$ cat config.mk
export PLATFORM = sky130hd
export DESIGN_NAME = serial_subtractor
export DESIGN_NICKNAME = d
export VERILOG_FILES = /design/src/rtl/serial_subtractor.sv
export SDC_FILE = /design/constraint.sdc
export NUM_CORES = 1
export LEC_CHECK = 0
export CAP_MARGIN = 20
export CELL_PAD_IN_SITES_DETAIL_PLACEMENT = 1
export CELL_PAD_IN_SITES_GLOBAL_PLACEMENT = 1
export CORE_MARGIN = 2
export CORE_UTILIZATION = 27
export DETAILED_ROUTE_END_ITERATION = 8
export PLACE_DENSITY = 0.55
export SLEW_MARGIN = 25
export SYNTH_ARGS = -nofsm -noshare
export SYNTH_HDL_FRONTEND = slang
export SYNTH_SLANG_ARGS = --single-unit
$ cat constraint.sdc
create_clock -name clk -period 3.8 [get_ports clk]
set_input_delay 0.38 -clock clk [delete_from_list [all_inputs] [get_ports clk]]
set_output_delay 0.38 -clock clk [all_outputs]
set_load 0.01 [all_outputs]
$ cat src/rtl/serial_subtractor.sv
// Bit-serial a - b, LSB first, one full-subtractor step per clock.
// Start/busy/done handshake; results are registered and held until the next completion.
module serial_subtractor #(
  parameter int WIDTH = 8
) (
  input  logic             clk,
  input  logic             rst,
  input  logic             start,
  input  logic [WIDTH-1:0] a,
  input  logic [WIDTH-1:0] b,
  output logic             busy,
  output logic             done,
  output logic [WIDTH-1:0] diff,
  output logic             bout,
  output logic             ovf
);

  localparam logic [0:0] IDLE = 1'b0;
  localparam logic [0:0] RUN  = 1'b1;
  localparam int CW = (WIDTH < 2) ? 1 : $clog2(WIDTH);
  localparam logic [CW-1:0] LAST = CW'(WIDTH - 1);

  logic [0:0]       state_q,  state_d;
  logic [WIDTH-1:0] ra_q,     ra_d;
  logic [WIDTH-1:0] rb_q,     rb_d;
  logic [WIDTH-1:0] rd_q,     rd_d;
  logic             sa_q,     sa_d;
  logic             sb_q,     sb_d;
  logic             borrow_q, borrow_d;
  logic [CW-1:0]    count_q,  count_d;
  logic             done_q,   done_d;
  logic [WIDTH-1:0] diff_q,   diff_d;
  logic             bout_q,   bout_d;
  logic             ovf_q,    ovf_d;

  logic             d_bit;
  logic             borrow_nx;
  logic [WIDTH-1:0] rd_shift;

  assign d_bit     = ra_q[0] ^ rb_q[0] ^ borrow_q;
  assign borrow_nx = (~ra_q[0] & rb_q[0]) | (~(ra_q[0] ^ rb_q[0]) & borrow_q);

  // The result register fills from the MSB side so the last bit lands at [WIDTH-1].
  generate
    if (WIDTH == 1) begin : g_rd_one
      assign rd_shift = d_bit;
    end else begin : g_rd_many
      assign rd_shift = {d_bit, rd_q[WIDTH-1:1]};
    end
  endgenerate

  always_comb begin
    state_d  = state_q;
    ra_d     = ra_q;
    rb_d     = rb_q;
    rd_d     = rd_q;
    sa_d     = sa_q;
    sb_d     = sb_q;
    borrow_d = borrow_q;
    count_d  = count_q;
    done_d   = 1'b0;
    diff_d   = diff_q;
    bout_d   = bout_q;
    ovf_d    = ovf_q;
    case (state_q)
      IDLE: begin
        if (start) begin
          ra_d     = a;
          rb_d     = b;
          sa_d     = a[WIDTH-1];
          sb_d     = b[WIDTH-1];
          borrow_d = 1'b0;
          count_d  = '0;
          state_d  = RUN;
        end
      end
      RUN: begin
        borrow_d = borrow_nx;
        ra_d     = ra_q >> 1;
        rb_d     = rb_q >> 1;
        rd_d     = rd_shift;
        count_d  = count_q + CW'(1);
        if (count_q == LAST) begin
          diff_d  = rd_shift;
          bout_d  = borrow_nx;
          ovf_d   = (sa_q != sb_q) && (rd_shift[WIDTH-1] != sa_q);
          done_d  = 1'b1;
          state_d = IDLE;
        end
      end
      default: state_d = IDLE;
    endcase
  end

  always_ff @(posedge clk or posedge rst) begin
    if (rst) begin
      state_q  <= IDLE;
      ra_q     <= '0;
      rb_q     <= '0;
      rd_q     <= '0;
      sa_q     <= 1'b0;
      sb_q     <= 1'b0;
      borrow_q <= 1'b0;
      count_q  <= '0;
      done_q   <= 1'b0;
      diff_q   <= '0;
      bout_q   <= 1'b0;
      ovf_q    <= 1'b0;
    end else begin
      state_q  <= state_d;
      ra_q     <= ra_d;
      rb_q     <= rb_d;
      rd_q     <= rd_d;
      sa_q     <= sa_d;
      sb_q     <= sb_d;
      borrow_q <= borrow_d;
      count_q  <= count_d;
      done_q   <= done_d;
      diff_q   <= diff_d;
      bout_q   <= bout_d;
      ovf_q    <= ovf_d;
    end
  end

  assign busy = (state_q == RUN);
  assign done = done_q;
  assign diff = diff_q;
  assign bout = bout_q;
  assign ovf  = ovf_q;

endmodule
# After elaboration in Yosys (flattened, before gate mapping)
# Cells that the tools add are included.
# word_totals
elab_cells,41
register_bits,42
# classes
mux,13
n_bitwise,8
n_reduce_logical,3
n_eq_ne,4
addsub,1
# ops
operator,count
$pmux 8 s2,2
$mux 8,2
$pmux 3 s2,1
$mux 1,5
$pmux 1 s2,2
$reduce_and 2->1,2
$add 3x1->3 const B,1
$eq 3x3->1 const B,1
$mux 3,1
$not 1->1,3
$and 1x1->1,2
$ne 1x1->1,2
$ne 2x2->1 const B,1
$xor 1x1->1,2
$logic_and 1x1->1,1
$or 1x1->1,1

# Logic depth before layout (Yosys ltp)
# depth
word_depth,5
ltp_mapped,5
mapped_depth_nobuf,5

# Worst setup path before layout
# OpenSTA, ideal clock, no wires.
# synth_path
path_type,register to register
startpoint,register ra_q[0]
endpoint,register ovf_q (netlist: ovf)
arrival_time_ns,1.408
required_time_ns,3.718
n_path_buf,0
stages_incl_launch_ff,4
slack_ns,2.310
cell_sequence,dfrtp_1 -> fa_1 -> or3b_1 -> a31oi_1
# synth_via
elab_chain_len,4
# synth_lines
element,line,rtl
"start, declared",24,"logic [WIDTH-1:0] ra_q, ra_d;"
"start signal, assigned",111,ra_q <= ra_d;
$xor 1x1->1 (2 in series),40,assign d_bit = ra_q[0] ^ rb_q[0] ^ borrow_q;
via d_bit,36,logic d_bit;
$ne 1x1->1,86,ovf_d = (sa_q != sb_q) && (rd_shift[WIDTH-1] != sa_q);
$logic_and 1x1->1,86,
"end signal, assigned",121,ovf_q <= ovf_d;
"end, declared",34,"logic ovf_q, ovf_d;"
# The timed path passes the listed nets, and every way through them passes these cells.
# A chain may end at the register's enable or synchronous reset.

# Final worst setup path
# layout_path
startpoint,register state_q (netlist: busy)
endpoint,output busy
# layout_lines
element,line,rtl
"start, declared",23,"logic [0:0] state_q, state_d;"
"start signal, assigned",110,state_q <= state_d;
"end, declared",11,"output logic busy,"
# No word-level cell between the ends.

==> flow_summary.toml <==
[outcome]
status = "finished clean"

[clock_network]
cts_resized = 0
numCtsBuffers = 5
htreeDepth = 2
cts.clk_slew.worst_paths_ns = 0.08
holdBufCountCts = 0
tritoncts = "done"
cts.sinks = 41
cts_setup_buffers = 0
insertion_delay_ns = 0.29
cts-root-buf = "clkbuf_8"
clockBufferDepth = 2

[die]
core-area_um2 = 6350
io_pins = 31
start_util_pct = 28.06
placementRows = 29
die-area_um2 = 7265
chipWidth_um = 85.24
fp.dieH_um = 85.24

[detailed_routing]
drtIter0Drc = 25
routed_wl_um = 3439
vias_per_cell = 4.581
first_pass_iters = 4
antenna_left = 0
num_vias = 1136
avgRoutedWirePerCell_um = 13.87
drc_errors = 0

[yosys]
ys_ff_latch = 41
syn_nets = 159
synthTopCellsByArea = "dfrtp_1 58%, mux2i_1 10%, mux2_4 6.7%, mux2_2 5.7%, o21ai_0 4.2%"
yosysTopAreaCell = "dfrtp_1"
yosysWarnings = 0
netlist.area_leader.share_pct = 57.58
ys_seq_area_share_pct = 57.58
syn_area_um2 = 1782
synth.distinct_cells = 25
syn-instance-count = 137
avgSynthCellArea_um2 = 13.01

[global_routing]
grt_pass1_vias = 1212
grt_overflow = 0
antenna_found_initial = 0
grt_pass1_wl_um = 6023
grt.total_usage_pct = 10.50
grt_max_degree = 42

[setup_path]
max_stage_delay_ns = 0.77
worst_setup_path_end_kind = "output pin"
cp_max_fo = 24
cp_slowest_cell = "dfrtp_1"
critical-path-top-delay-family = "flip-flops"
required_ns = 3.42
worstPathArrival_ns = 1.74
critPathLaunchType = "flop"
path_cells = "clkdlybuf4s50_1"
crit_buf_inv = 1
critical_path_class = "flop to output pin"

[timing]
min_period_ns = 2.117
setup-tns-final_ns = 0
whs_ns = 0.4879
setup_viol = 0
rsz0062_at_grt = "false"
period_share_pct = 55.71
hold_violations = 0
slew_headroom_pct = 55.72
max_freq_mhz = 472.4
skew_ns = 0.009084
tightest_slew_ns = 0.6642
slew_violations = 0

[placement]
dpl-instance-area_um2 = 2150
portBuffers = 30
place.gp.congestion = 0.6959
dp_hpwl_um = 2295

[pwr]
swShare_pct = 30.46
pwr-share-seq_pct = 44.4
ir_drop_v = 0.0003408
p_switching_mw = 0.5285
clkPwrFrac_pct = 21.0
p_comb_share_pct = 34.6
power.leakage_nw = 1.026
internal_power_mw = 1.207
powerDensity_nw_per_um2 = 765.7

[cells_and_area]
fin_nets = 192
post-route-util_pct = 35.68
fin_area_um2 = 2266
area_growth_pct = 27.18
n_antenna_cell = 0
drive_gt1_share_pct = 16.96

[hold_path]
worstHoldPathType = "flop to flop"

[job]
cap_viol_max_count = 0
## cells by family after synthesis
group,count (synthesis),share of synthesized area [%]
fa+ha+maj,3,2.528
compound gates,20,6.180
simple gates,25,6.742
flops,41,57.58
buf+inv,13,4.424
mux,35,22.54
## layout by cell type, fill, tap and decap left out, types with 2 or more instances in the layout
master	Yosys	final
o21ai_0	15	15
nand2b_1	3	3
dfrtp_1	41	41
mux2_2	9	9
mux2_4	8	8
mux2i_1	18	18
nand2_1	15	15
inv_1	5	4
clkbuf_8	0	6
nor2_1	3	3
clkdlybuf4s50_1	0	30
ha_1	2	2
buf_4	2	3
## worst paths after layout
check	cells past startpoint	slack (ns)	from	to
setup / recovery	1	1.68	busy	busy
hold / removal	2	0.49	ra_q[3]	ra_q[2]
setup reg to reg	4	1.91	busy	diff[4]
hold reg to reg	2	0.49	ra_q[3]	ra_q[2]
max in group asynchronous	3	2.91	rst	borrow_q
min in group asynchronous	3	0.53	rst	ra_q[0]
## sequential cells by signal (all words and copies together), names as in the netlist
| name | count |
|---|---|
| rb_q | 8 |
| done | 1 |
| count_q | 3 |
| busy | 1 |
| rd_q | 7 |
| ra_q | 8 |
| ovf | 1 |
| sb_q | 1 |
| borrow_q | 1 |
| diff | 8 |
| sa_q | 1 |
| bout | 1 |
## routing by layer
metal / vias up / global-route usage (%) / part of all wire, %
met5: - / 0 / 0
met4: 0 / 3.030 / 1.3
met3: 8 / 3.405 / 4.9
met2: 29 / 17.12 / 46
met1: 568 / 13.39 / 48
li1: 531 / - / -
## cells in the mapped netlist (all sizes together)
| library cell | n |
|---|---|
| a21o | 1 |
| or3b | 1 |
| nand3b | 1 |
| a21oi | 1 |
| a22o | 1 |
| clkbuf | 1 |
| mux2i | 18 |
| buf | 6 |
| inv | 6 |
| mux2 | 17 |
| o21ai | 15 |
| nand2 | 16 |
| a31oi | 1 |
| fa | 1 |
| nor2 | 3 |
| o31ai | 1 |
| ha | 2 |
| dfrtp | 41 |
| nand2b | 3 |
| nor2b | 1 |
## metrics by stage
stage | total power [mW] | setup slack, ns | std cells
CTS | 1.767 | 1.665 | 248
finish | 1.735 | 1.683 | 248
global placement | 1.356 | 1.640 | 240
floorplan | 1.165 | 2.310 | 137
detailed placement | 1.396 | 1.567 | 240
global route | 1.880 | 1.545 | 248
## power by group through the flow
stage,Sequential (mW),Clock [mW],Combinational [mW]
after floorplan,0.756,0,0.409
after global placement,0.769,0,0.587
after detailed placement,0.782,0,0.614
after CTS,0.775,0.376,0.615
after global routing,0.807,0.398,0.676
final,0.770,0.365,0.600
## final cells by class
class | count | area (µm²)
Clock buffer | 7 | 86.33
Clock inverter | 1 | 30.03
Fill cell | 678 | 4084
Inverter | 6 | 27.53
Multi-Input combinational cell | 83 | 676.9
Sequential cell | 41 | 1026
Tap cell | 77 | 96.34
Timing Repair Buffer | 33 | 322.8
## worst min-delay path: cells and delay by family (launching register included)
family	cells	cell delay, ns
flip-flops	1	0.35
AO/OA/AOI/OAI	1	0.06
AND/OR/NAND/NOR	1	0.05
Note: power is estimated with default switching activity, not from simulation.
